`src/rtl/mux41_pkg.sv`:
```
// Shared types and the rotating-priority pick function for the MUX41 round-robin arbiter.
package mux41_pkg;

  localparam int SEL_W = 2;
  localparam int NREQ  = 4;

  typedef enum logic {
    ST_IDLE  = 1'b0,
    ST_GRANT = 1'b1
  } state_t;

  // Returns {found, idx}: first set bit of req scanning ptr, ptr+1, ... (mod NREQ).
  function automatic logic [SEL_W:0] rr_pick(input logic [SEL_W-1:0] ptr,
                                             input logic [NREQ-1:0]  req);
    logic             found;
    logic [SEL_W-1:0] idx;
    logic [SEL_W-1:0] cand;
    found = 1'b0;
    idx   = ptr;
    for (int i = 0; i < NREQ; i++) begin
      cand = ptr + SEL_W'(i);
      if (!found && req[cand]) begin
        found = 1'b1;
        idx   = cand;
      end
    end
    return {found, idx};
  endfunction

endpackage

```
`src/rtl/rr_pick4.sv`:
```
// Combinational rotate-priority picker over four requesters.
module rr_pick4
  import mux41_pkg::*;
(
  input  logic [SEL_W-1:0] ptr,
  input  logic [NREQ-1:0]  req,
  output logic             found,
  output logic [SEL_W-1:0] idx
);

  assign {found, idx} = rr_pick(ptr, req);

endmodule

```
`src/rtl/mux41_rr_arbiter.sv`:
```
// Round-robin arbiter driving the MUX41 selects; each grant is capped at MAX_BURST cycles.
module mux41_rr_arbiter
  import mux41_pkg::*;
#(
  parameter int MAX_BURST = 4,
  parameter int CNT_W     = 4
) (
  input  logic             iclk,
  input  logic             irst,
  input  logic [NREQ-1:0]  ireq,
  output logic [NREQ-1:0]  ogrant,
  output logic             os0,
  output logic             os1,
  output logic             ovalid,
  output logic [CNT_W-1:0] ocnt
);

  state_t           state_reg, state_next;
  logic [SEL_W-1:0] ptr_reg, ptr_next;
  logic [SEL_W-1:0] sel_reg, sel_next;
  logic [NREQ-1:0]  grant_reg, grant_next;
  logic [CNT_W-1:0] cnt_reg, cnt_next;

  logic [SEL_W-1:0] pick_ptr;
  logic             pick_found;
  logic [SEL_W-1:0] pick_idx;
  logic             release_now;

  // While granted, the scan starts just past the owner so a release re-arbitrates in-cycle.
  assign pick_ptr    = (state_reg == ST_GRANT) ? sel_reg + SEL_W'(1) : ptr_reg;
  assign release_now = !ireq[sel_reg] || (cnt_reg == CNT_W'(MAX_BURST));

  rr_pick4 u_pick (
    .ptr   (pick_ptr),
    .req   (ireq),
    .found (pick_found),
    .idx   (pick_idx)
  );

  always_comb begin
    state_next = state_reg;
    ptr_next   = ptr_reg;
    sel_next   = sel_reg;
    grant_next = grant_reg;
    cnt_next   = cnt_reg;
    case (state_reg)
      ST_IDLE: begin
        if (pick_found) begin
          state_next = ST_GRANT;
          sel_next   = pick_idx;
          grant_next = NREQ'(1) << pick_idx;
          cnt_next   = CNT_W'(1);
        end
      end
      ST_GRANT: begin
        if (release_now) begin
          ptr_next = pick_ptr;
          if (pick_found) begin
            sel_next   = pick_idx;
            grant_next = NREQ'(1) << pick_idx;
            cnt_next   = CNT_W'(1);
          end else begin
            state_next = ST_IDLE;
            grant_next = '0;
            cnt_next   = '0;
          end
        end else begin
          cnt_next = cnt_reg + CNT_W'(1);
        end
      end
      default: begin
        state_next = ST_IDLE;
        grant_next = '0;
        cnt_next   = '0;
      end
    endcase
  end

  always_ff @(posedge iclk) begin
    if (irst) begin
      state_reg <= ST_IDLE;
      ptr_reg   <= '0;
      sel_reg   <= '0;
      grant_reg <= '0;
      cnt_reg   <= '0;
    end else begin
      state_reg <= state_next;
      ptr_reg   <= ptr_next;
      sel_reg   <= sel_next;
      grant_reg <= grant_next;
      cnt_reg   <= cnt_next;
    end
  end

  assign ogrant = grant_reg;
  assign os0    = sel_reg[0];
  assign os1    = sel_reg[1];
  assign ovalid = (state_reg == ST_GRANT);
  assign ocnt   = cnt_reg;

endmodule

```
`config.mk`:
```
export PLATFORM = sky130hd
export DESIGN_NAME = mux41_rr_arbiter
export DESIGN_NICKNAME = d
export VERILOG_FILES = /design/src/rtl/mux41_pkg.sv /design/src/rtl/rr_pick4.sv /design/src/rtl/mux41_rr_arbiter.sv
export SDC_FILE = /design/constraint.sdc
export NUM_CORES = 1
export LEC_CHECK = 0
export ABC_AREA = 1
export CORE_UTILIZATION = 55
export DETAILED_ROUTE_END_ITERATION = 16
export DONT_BUFFER_PORTS = 1
export GPL_ROUTABILITY_DRIVEN = 1
export PLACE_DENSITY = 0.7
export SKIP_CTS_REPAIR_TIMING = 1
export SYNTH_ARGS = -nofsm -noshare
export SYNTH_HDL_FRONTEND = slang
export SYNTH_SLANG_ARGS = --single-unit
```
`constraint.sdc`:
```
create_clock -name iclk -period 2 [get_ports iclk]
set_input_delay 0.4 -clock iclk [delete_from_list [all_inputs] [get_ports iclk]]
set_output_delay 0.4 -clock iclk [all_outputs]
set_load 0.05 [all_outputs]
```
### After elaboration in Yosys (flattened, before gate mapping)

Cells that the tools add are included.

* register bits after elaboration: 13
* input bits: 6
* output and inout port bits: 11
* word-level logic and storage cells: 62

* add/subtract/negate cells: 5
* magnitude comparators: 5
* eq/ne operators: 3
* shifts and indexed selects: 1
* multiplexer cells: 32
* bitwise operators: 1
* reductions and logical operators: 10

Operator list (count)
* 2-to-1 mux 4 bit: 5
* one-hot mux 4 bit (2 select lines): 2
* less-than comparator 2 x 3 -> 1 bit (second input constant): 5
* 2-to-1 mux 1 bit: 12
* 2-to-1 mux 2 bit: 6
* binary-select mux 1 bit (select 2 bit): 5
* adder 2 x 1 -> 2 bit (second input constant): 2
* adder 2 bit (second input constant): 2
* adder 4 x 1 -> 4 bit (second input constant): 1
* == test 4 x 3 -> 1 bit (second input constant): 1
* logical NOT 1 bit: 4
* one-hot mux 2 bit (2 select lines): 1
* AND reduction 2 bit: 2
* << shifter 1 x 2 -> 4 bit (first input constant): 1
* logical AND 1 bit: 3
* != test 2 x 1 -> 1 bit (second input constant): 1
* != test 2 bit (second input constant): 1
* one-hot mux 1 bit (2 select lines): 1
* logical OR 1 bit: 1
* NOT 1 bit: 1

### Logic depth before layout (Yosys ltp)

Gate-level depths: netlist (run 1).

* word-level depth: 18
* mapped depth: 16
* mapped depth without buffers: 15

### By module

From an unflattened synthesis (run 1), not the netlist that was laid out.

* cell total of the unflattened synthesis: 163
* area total of the unflattened synthesis: 983.4 um^2

Modules (own cells, without submodules)
* mux41_rr_arbiter: times used 1, cells each 100, area an instance 700.7 um^2, sequential area each 260.2 um^2
* rr_pick4: times used 1, cells each 63, area an instance 282.8 um^2, sequential area each 0.0 um^2

### Worst setup path after synthesis (run 1)

Ideal clock, no wire load.

* path kind: register -> register
* start point: register sel_reg[0]
* end point: register grant_reg[0], in the netlist ogrant[0]
* library setup time: 69 ps
* arrival: 2089 ps
* data required time: 1931 ps
* slack: -158 ps
* cell stages (with the launch flop): 14
* path buffers: 1
* period minus slack after synthesis: 2158 ps
* cell sequence: dfxtp_1 -> nand2_1 -> nand2_1 -> nand2_2 -> nand2_2 -> buf_6 -> nand2_2 -> nand3_1 -> nand2_2 -> nor3_4 -> nand2_2 -> nand2_2 -> nand2_1 -> a21oi_2

* cells in the longest elaborated chain, start to end: 18
* elaborated cells on any way between the ends: 38
* those cells by class: 4 x add/sub; 2 x eq/ne; 1 x shift; 22 x mux; 9 x reduce/logical

Ends and longest elaborated chain
* start: declaration: RTL line mux41_rr_arbiter.sv:20 `logic [SEL_W-1:0] sel_reg, sel_next;`
* start signal: assignment: RTL line mux41_rr_arbiter.sv:89 `sel_reg <= sel_next;`
* parallel branches: the longest is 18 deep, another holds adder 2 x 1 -> 2 bit
* end signal: assignment: RTL line mux41_rr_arbiter.sv:90 `grant_reg <= grant_next;`
* end: declaration: RTL line mux41_rr_arbiter.sv:21 `logic [NREQ-1:0] grant_reg, grant_next;`

Parallel ways; which one is timed is not known. The select of a mux whose other input is x is not followed.
A chain may end at the register's enable or synchronous reset.

### Final worst setup path (run 1)

* start point: register state_reg, in the netlist ovalid
* end point: register grant_reg[0], in the netlist ogrant[0]

* cells in the longest elaborated chain, start to end: 17
* elaborated cells on any way between the ends: 34
* those cells by class: 3 x add/sub; 2 x eq/ne; 1 x shift; 20 x mux; 1 x bitwise; 7 x reduce/logical

Ends and longest elaborated chain
* start: declaration: RTL line mux41_rr_arbiter.sv:18 `state_t state_reg, state_next;`
* start signal: assignment: RTL line mux41_rr_arbiter.sv:87 `state_reg <= state_next;`
* parallel branches: the longest is 17 deep, another holds adder 2 x 1 -> 2 bit

Parallel ways; which one is timed is not known. The select of a mux whose other input is x is not followed.

==> impl_metrics.env, run 1 <==
export IMPL_hold_start="irst"
export IMPL_fmax_ghz=0.525
export IMPL_viasPerCell=5.47
export IMPL_totalWireLength_mm=2.34
export IMPL_ys_warn_count=0
export IMPL_setup_viol=0
export IMPL_cts_buffers=3
export IMPL_cts_htree_levels=1
export IMPL_finalHoldViolCount=0
export IMPL_path_delay_family="simple AND/OR/NAND/NOR gates"
export IMPL_grt_pass1_vias=901
export IMPL_arrival_ns=2.11
export IMPL_hold_ws_ns=0.177
export IMPL_synth_nets=161
export IMPL_final_area_um2=1250
export IMPL_crit_start="ovalid$_SDFF_PP0_"
export IMPL_worst_slew_pin_slew_ns=0.530
export IMPL_grt_usage_pct=24.9
export IMPL_cts_root_buf="clkbuf_4"
export IMPL_final_layout_size_suffix_gt1_share_pct=39.2
export IMPL_dpl_hpwl_mm=1.77
export IMPL_clkPwrFrac_pct=7.1
export IMPL_nNetsFinal=175
export IMPL_grt_setup_unrepaired="true"
export IMPL_die_h_um=44.8
export IMPL_slowest_stage="dfxtp_4"
export IMPL_cts_tree="yes"
export IMPL_cts_buffer_depth=2
export IMPL_p_per_area_nw_per_um2=1760
export IMPL_synth_area_um2=1010
export IMPL_yosysSeqAreaShare_pct=25.9
export IMPL_drt_initial_drc_count=12
export IMPL_first_pass_iters=4
export IMPL_dpl_cell_area_um2=1080
export IMPL_period_needed_ns=1.90
export IMPL_status="complete, no violations"
export IMPL_max_cap_violations=0
export IMPL_grt_start_max_net_pins=13
export IMPL_syn_avg_cell_area_um2=6.57
export IMPL_path_buf_inv=2
export IMPL_p_sw_share_pct=56.7
export IMPL_drc=0
export IMPL_core_area_um2=1730
export IMPL_path_class="flop to flop"
export IMPL_cts_sinks=13
export IMPL_p_leak_nw=0.562
export IMPL_antenna_found_initial=0
export IMPL_clock_skew_ns=0.00573
export IMPL_critPathMaxFanout=8
export IMPL_startpoint_type="flop"
export IMPL_critical_path_required_ns=2.21
export IMPL_pwr_share_comb_pct=67.5
export IMPL_insertion_delay_ns=0.28
export IMPL_p_seq_share_pct=25.4
export IMPL_max_slew_margin_rel_pct=64.6
export IMPL_hold_path_class="primary input to flop"
export IMPL_fin_crit_sh_pct=95.2
export IMPL_path_clk_slew_ns=0.07
export IMPL_core_rowCount=15
export IMPL_ios=17
export IMPL_grt_pass1_wl_mm=3.64
export IMPL_p_int_mw=0.957
export IMPL_finalWeightedCongestion=0.927
export IMPL_post_drt_wl_per_cell_um=12.2
export IMPL_r2r_start="ovalid$_SDFF_PP0_"
export IMPL_grt_overflow_total=0
export IMPL_antennaDiodeCount=0
export IMPL_path_cells="o21ai_4 > buf_6 > nand2_2 > o21ai_2 > nand2_1 > o21ai_2 > buf_6 > nand3_2 > nand2_2 > nand3_2 > nand2_2 > nand3_2 > a21oi_2"
export IMPL_ys_types=25
export IMPL_drtAntennaViolNets=0
export IMPL_syn_instance_count=153
export IMPL_cp_slowest_stage_delay_ns=0.38
export IMPL_cp_end_kind="flop"
export IMPL_start_util_pct=58.3
export IMPL_dieArea_um2=2000
export IMPL_finalMaxSlewViolations=0
export IMPL_fp_dieW_um=44.8
export IMPL_portBuffers=0
export IMPL_vias=1044
export IMPL_ys_ff_latch=13
export IMPL_peakVddDrop_mv=0.836
export IMPL_tns_ns=0
export IMPL_area_growth_pct=24.6
export IMPL_p_sw_mw=1.25
synthesized netlist by cell type, drive strengths merged:
cell / number / area [µm²]
dfxtp: 13 / 260
nand4: 4 / 25.0
nor2: 5 / 33.8
a32oi: 1 / 8.76
nor3: 1 / 16.3
a21oi: 13 / 80.1
clkbuf: 1 / 3.75
a211oi: 1 / 7.51
xor2: 2 / 17.5
inv: 16 / 60.1
nand3: 18 / 105
ha: 2 / 25.0
clkinv: 1 / 3.75
buf: 3 / 30.0
o21ai: 18 / 101
nand2: 53 / 221
or2: 1 / 6.26
layer usage:
layer,track usage [%],up-vias,routed length [µm]
li1,-,536,-
met1,29.7,470,982
met4,15.8,0,65
met2,42.9,30,1210
met5,0,-,0
met3,2.00,8,77
metrics by stage:
step	std cells	util (%)	worst slack, ns	power (mW)
global route	191	72.6	-0.0551	2.39
global placement	184	62.7	0.102	1.76
detailed placement	184	62.7	0.0563	1.78
CTS	188	64.2	0.0380	1.94
floorplan	153	-	0.0783	1.57
finish	191	72.6	0.0965	2.21
cell type report:
type | count | area, µm²
well taps | 25 | 31.3
repair buffers | 13 | 109
fillers | 154 | 473
multi-input cells | 119 | 752
clock buffers | 4 | 26.3
inverters | 17 | 66.3
flip-flops and latches | 13 | 269
cell usage in the layout, fill, tap and decap left out, types with 5 or more instances in the layout:
cell	synthesis	final
buf_4	1	10
nand3_1	15	9
o21ai_0	8	5
nand3_2	3	9
o21ai_2	3	8
nand2_2	9	13
inv_1	12	12
dfxtp_1	13	10
nand2_1	44	37
a21oi_1	9	9
path summary, 6_finish.rpt:
| check | to | slack [ns] | cells after the start |
|---|---|---|---|
| setup / recovery | ogrant[0]$_SDFFE_PP0P_ | 0.1 | 13 |
| hold / removal | sel_reg[0]$_SDFFE_PP0P_ | 0.18 | 1 |
| setup reg to reg | ogrant[0]$_SDFFE_PP0P_ | 0.1 | 13 |
| hold reg to reg | sel_reg[0]$_SDFFE_PP0P_ | 0.52 | 2 |
cells by family after synthesis:
| group | after synthesis | synth area share, % |
|---|---|---|
| buf+inv | 21 | 9.70 |
| xor+xnor | 2 | 1.74 |
| fa+ha+maj | 2 | 2.49 |
| simple gates | 82 | 40.5 |
| flops | 13 | 25.9 |
| compound gates | 33 | 19.7 |
power groups by stage:
stage	registers (mW)	logic, mW	clock network, mW
2_1_floorplan	0.645	0.923	0
3_3_place_gp	0.553	1.21	0
3_5_place_dp	0.557	1.23	0
4_1_cts	0.552	1.23	0.164
5_1_grt	0.573	1.65	0.169
6_report	0.561	1.49	0.158
Power figures use the tool's default switching activity.
==> run 2, diff against run 1 <==
--- a/config.mk
+++ b/config.mk
@@ -6,11 +6,12 @@
 export NUM_CORES = 1
 export LEC_CHECK = 0
 export ABC_AREA = 1
+export CAP_MARGIN = 20
 export CORE_UTILIZATION = 55
 export DETAILED_ROUTE_END_ITERATION = 16
 export DONT_BUFFER_PORTS = 1
 export GPL_ROUTABILITY_DRIVEN = 1
-export PLACE_DENSITY = 0.7
+export PLACE_DENSITY = 0.8
 export SKIP_CTS_REPAIR_TIMING = 1
 export SYNTH_ARGS = -nofsm -noshare
 export SYNTH_HDL_FRONTEND = slang
==> run 2 against run 1 <==
Effect of this change:
- wire length rose by 31%
- global-route usage down 0.82 points
- largest power group unchanged
- die area did not move
- clock power about the same
- highest routed layer unchanged
- final cell count grew 4.7%
- clock skew down 0.0018 ns
- sequential share of layout area down 1.5 points
- total power increased by 11%
==> impl_metrics.env, run 2 (synthesized netlist as in run 1, its figures left out) <==
export IMPL_status="complete, no violations"
export IMPL_critPathMaxFanout=9
export IMPL_path_cells="o21ai_4 > buf_6 > nand2_1 > o21ai_1 > nand3_2 > nand2_2 > nand2_2 > nor3_4 > buf_4 > nor2_4 > o21ai_0 > a21oi_1"
export IMPL_final_common_cell="nand2_1"
export IMPL_grt_start_max_net_pins=13
export IMPL_grt_usage_pct=24.0
export IMPL_core_rowCount=15
export IMPL_path_common_cell="nand2_2"
export IMPL_worst_slew_pin_slew_ns=0.525
export IMPL_core_area_um2=1730
export IMPL_path_buf_inv=2
export IMPL_fmax_ghz=0.502
export IMPL_cts_htree_levels=1
export IMPL_portBuffers=0
export IMPL_drtAntennaViolNets=0
export IMPL_start_util_pct=58.3
export IMPL_finalMaxSlewViolations=0
export IMPL_fillers=126
export IMPL_cts_tree="yes"
export IMPL_dpl_hpwl_mm=1.80
export IMPL_setup_viol=0
export IMPL_startpoint_type="flop"
export IMPL_grt_setup_unrepaired="true"
export IMPL_multi_input_area_um2=801
export IMPL_cp_end_kind="flop"
export IMPL_grt_pass1_vias=919
export IMPL_cts_root_buf="clkbuf_4"
export IMPL_peakVddDrop_mv=1.08
export IMPL_insertion_delay_ns=0.27
export IMPL_finalHoldViolCount=0
export IMPL_finalWeightedCongestion=0.947
export IMPL_drt_initial_drc_count=29
export IMPL_drc=0
export IMPL_grt_pass1_wl_mm=3.55
export IMPL_period_needed_ns=1.99
export IMPL_hold_path_class="primary input to flop"
export IMPL_final_layout_size_suffix_gt1_share_pct=41.7
export IMPL_power_total_mw=2.45
export IMPL_grt_overflow_total=0
export IMPL_arrival_ns=2.15
export IMPL_cts_buffer_depth=2
export IMPL_antennaDiodeCount=0
export IMPL_cp_slowest_stage_delay_ns=0.38
export IMPL_first_pass_iters=4
export IMPL_path_clk_slew_ns=0.08
export IMPL_p_leak_nw=0.625
export IMPL_path_delay_family="simple AND/OR/NAND/NOR gates"
export IMPL_post_place_ws_ns=-0.0407
export IMPL_area_growth_pct=35.3
export IMPL_cts_buffers=3
export IMPL_nNetsFinal=184
export IMPL_max_slew_margin_rel_pct=64.9
export IMPL_mostFrequentLayoutCells="nand2_1 (39), buf_4 (16), inv_1 (12), dfxtp_1 (10)"
export IMPL_totalWireLength_mm=3.05
export IMPL_slowest_stage="dfxtp_4"
export IMPL_clock_skew_ns=0.00390
export IMPL_critical_path_required_ns=2.16
export IMPL_fp_dieW_um=44.8
export IMPL_viasPerCell=5.76
export IMPL_p_per_area_nw_per_um2=1800
export IMPL_seq_area_um2=272
export IMPL_dieArea_um2=2000
export IMPL_die_h_um=44.8
export IMPL_max_cap_violations=0
export IMPL_vias=1151
export IMPL_ios=17
export IMPL_antenna_found_initial=0
export IMPL_fin_crit_sh_pct=99.5
export IMPL_path_class="flop to flop"
export IMPL_cts_sinks=13
export IMPL_setup_ws_ns=0.00985
export IMPL_post_drt_wl_per_cell_um=15.3
run 2: worst paths after layout:
check	startpoint	end	slack, ns	depth (start not counted)
min	irst	sel_reg[0]$_SDFFE_PP0P_	0.19	1
min reg2reg	ptr_reg[1]$_SDFFE_PP0P_	ptr_reg[1]$_SDFFE_PP0P_	0.56	2
max reg2reg	ovalid$_SDFF_PP0_	sel_reg[1]$_SDFFE_PP0P_	0.01	12
max	ovalid$_SDFF_PP0_	sel_reg[1]$_SDFFE_PP0P_	0.01	12
run 2: cell type report:
| cell class | instances | area share (%) |
|---|---|---|
| Sequential cell | 13 | 19.9 |
| Clock buffer | 4 | 1.93 |
| Multi-Input combinational cell | 121 | 58.8 |
| Tap cell | 25 | 2.30 |
| Timing Repair Buffer | 20 | 12.1 |
| Inverter | 17 | 4.87 |
run 2: per-stage QoR:
stage | instances | util, % | instance area (µm²) | setup TNS (ns) | hold WS [ns]
6_report | 200 | 78.8 | 1360 | 0 | 0.190
4_1_cts | 189 | 64.6 | 1120 | -0.299 | 0.182
2_1_floorplan | 153 | - | 1010 | 0 | 0.478
3_3_place_gp | 185 | 63.1 | 1090 | 0 | 0.465
5_1_grt | 200 | 78.8 | 1360 | -0.653 | 0.174
3_5_place_dp | 185 | 63.1 | 1090 | -0.132 | 0.467
run 2: where the power goes:
part / internal (mW) / switching, mW / leakage (nW)
registers: 0.352 / 0.222 / 0.109
clock network: 0.0770 / 0.0814 / 0.0150
logic: 0.630 / 1.09 / 0.501
run 2: layer usage:
metal / global-route usage (%) / share of wire (%) / vias to the layer above
met5: 0 / 0 / -
met4: 13.3 / 2.7 / 0
met3: 1.20 / 3.6 / 11
met2: 45.0 / 54 / 45
met1: 27.0 / 39 / 535
li1: - / - / 560
==> run 3, diff against run 2 <==
--- a/config.mk
+++ b/config.mk
@@ -7,11 +7,11 @@
 export LEC_CHECK = 0
 export ABC_AREA = 1
 export CAP_MARGIN = 20
-export CORE_UTILIZATION = 55
+export CORE_UTILIZATION = 25
 export DETAILED_ROUTE_END_ITERATION = 16
 export DONT_BUFFER_PORTS = 1
 export GPL_ROUTABILITY_DRIVEN = 1
-export PLACE_DENSITY = 0.8
+export PLACE_DENSITY = 0.48
 export SKIP_CTS_REPAIR_TIMING = 1
 export SYNTH_ARGS = -nofsm -noshare
 export SYNTH_HDL_FRONTEND = slang
==> run 3 against run 2 <==
Effect of this change:
- utilization decreased by 43 points
- clock-buffer cell count did not move
- clock power increased by 46%
- global-route usage shrank 12 points
- via count is 7.0% lower
==> impl_metrics.env, run 3 (synthesized netlist as in run 1, its figures left out) <==
export IMPL_status="complete, no violations"
export IMPL_post_place_ws_ns=0.0838
export IMPL_finalHoldViolCount=0
export IMPL_fp_dieW_um=65.4
export IMPL_whs_path_depth=1
export IMPL_endpoint="ogrant[1]$_SDFFE_PP0P_"
export IMPL_period_needed_ns=1.90
export IMPL_mostFrequentLayoutCells="nand2_1 (36), buf_4 (16), nand2_2 (14), inv_1 (12), nand3_1 (11)"
export IMPL_seq_area_um2=272
export IMPL_final_layout_size_suffix_gt1_share_pct=39.9
export IMPL_final_common_cell="nand2_1"
export IMPL_path_clk_slew_ns=0.05
export IMPL_hold_ws_ns=0.215
export IMPL_ios=17
export IMPL_die_h_um=65.4
export IMPL_vias=1071
export IMPL_antennaDiodeCount=0
export IMPL_arrival_ns=2.07
export IMPL_grt_pass1_wl_mm=4.13
export IMPL_r2r_start="ovalid$_SDFF_PP0_"
export IMPL_max_slew_margin_rel_pct=64.8
export IMPL_startpoint_type="flop"
export IMPL_clkPwrFrac_pct=9.7
export IMPL_setup_viol=0
export IMPL_fin_crit_sh_pct=94.8
export IMPL_critPathMaxFanout=7
export IMPL_dpl_hpwl_mm=1.93
export IMPL_worst_slew_pin_slew_ns=0.527
export IMPL_dieArea_um2=4280
export IMPL_totalWireLength_mm=2.65
export IMPL_insertion_delay_ns=0.24
export IMPL_cp_end_kind="flop"
export IMPL_nNetsFinal=182
export IMPL_p_sw_share_pct=54.7
export IMPL_p_leak_nw=0.599
export IMPL_grt_start_max_net_pins=17
export IMPL_cts_buffer_depth=2
export IMPL_grt_pass1_vias=956
export IMPL_cts_buffers=3
export IMPL_worstReg2RegEnd="ogrant[1]$_SDFFE_PP0P_"
export IMPL_portBuffers=0
export IMPL_reg2reg_setup_slack_ns=0.10
export IMPL_p_per_area_nw_per_um2=1760
export IMPL_hold_path_class="primary input to flop"
export IMPL_area_growth_pct=33.7
export IMPL_fillers=399
export IMPL_pwr_share_comb_pct=66.4
export IMPL_drt_initial_drc_count=16
export IMPL_antenna_found_initial=0
export IMPL_start_util_pct=26.7
export IMPL_peakVddDrop_mv=0.814
export IMPL_drtAntennaViolNets=0
export IMPL_finalWeightedCongestion=0.886
export IMPL_power_total_mw=2.36
export IMPL_setup_ws_ns=0.104
export IMPL_p_int_mw=1.07
export IMPL_viasPerCell=4.85
export IMPL_fmax_ghz=0.527
export IMPL_grt_usage_pct=12.4
export IMPL_p_sw_mw=1.29
export IMPL_critical_path_required_ns=2.18
export IMPL_grt_overflow_total=0
export IMPL_r2r_cells=12
export IMPL_cts_root_buf="clkbuf_8"
export IMPL_finalMaxSlewViolations=0
export IMPL_post_drt_wl_per_cell_um=12.0
export IMPL_path_class="flop to flop"
export IMPL_multi_input_area_um2=748
export IMPL_core_rowCount=22
export IMPL_cts_tree="yes"
export IMPL_core_area_um2=3770
export IMPL_max_cap_violations=0
export IMPL_first_pass_iters=4
export IMPL_cts_htree_levels=1
export IMPL_p_seq_share_pct=23.9
export IMPL_cts_sinks=13
export IMPL_clock_skew_ns=0.00135
export IMPL_drc=0
export IMPL_crit_start="ovalid$_SDFF_PP0_"
run 3: layout make-up:
| class | instances | area share (%) |
|---|---|---|
| clock buffer | 4 | 3.35 |
| inverter | 17 | 4.93 |
| multi-input combinational | 120 | 55.6 |
| sequential | 13 | 20.2 |
| tap | 48 | 4.47 |
| timing repair buffer | 19 | 11.4 |
run 3: metal layers:
| metal | vias up | global-route usage (%) | share of wire, % |
|---|---|---|---|
| met2 | 17 | 19.8 | 50 |
| met4 | 0 | 2.45 | 0.53 |
| li1 | 550 | - | - |
| met3 | 4 | 4.86 | 6.0 |
| met5 | - | 0 | 0 |
| met1 | 500 | 15.7 | 44 |
run 3: worst min path at each step:
| stage | start | to | slack, ns |
|---|---|---|---|
| global route | irst | ovalid$_SDFF_PP0_ | 0.21 |
| global placement | irst | sel_reg[0]$_SDFFE_PP0P_ | 0.47 |
| finish | irst | ovalid$_SDFF_PP0_ | 0.21 |
| floorplan | irst | ptr_reg[0]$_SDFFE_PP0P_ | 0.48 |
| CTS | irst | ovalid$_SDFF_PP0_ | 0.21 |
| detailed placement | irst | ogrant[3]$_SDFFE_PP0P_ | 0.47 |
run 3: power groups by stage:
stage / registers [mW] / logic, mW / clock network (mW)
5_1_grt: 0.573 / 1.74 / 0.250
6_report: 0.564 / 1.57 / 0.230
4_1_cts: 0.555 / 1.25 / 0.238
3_5_place_dp: 0.559 / 1.24 / 0
2_1_floorplan: 0.645 / 0.923 / 0
3_3_place_gp: 0.556 / 1.24 / 0
run 3: per-stage QoR:
stage                     TNS, ns  utilization, %  std cells  cell area [µm²]
after floorplan                 0               -        153             1010
after global placement          0            29.7        208             1120
after detailed placement        0            29.7        208             1120
after CTS                       0            30.9        212             1160
after global routing       -0.166            35.7        221             1350
final                           0            35.7        221             1350
run 3: critical path, stage by stage, from the launching register on:
cell     delay, ns
dfxtp_4       0.36
o21ai_2       0.20
buf_6         0.18
inv_4         0.06
nand3_2       0.09
nand3_1       0.10
nand2_2       0.09
nand2_2       0.07
nor3_4        0.25
nand2_2       0.12
nand2_4       0.10
nand2_1       0.06
a21oi_2       0.15
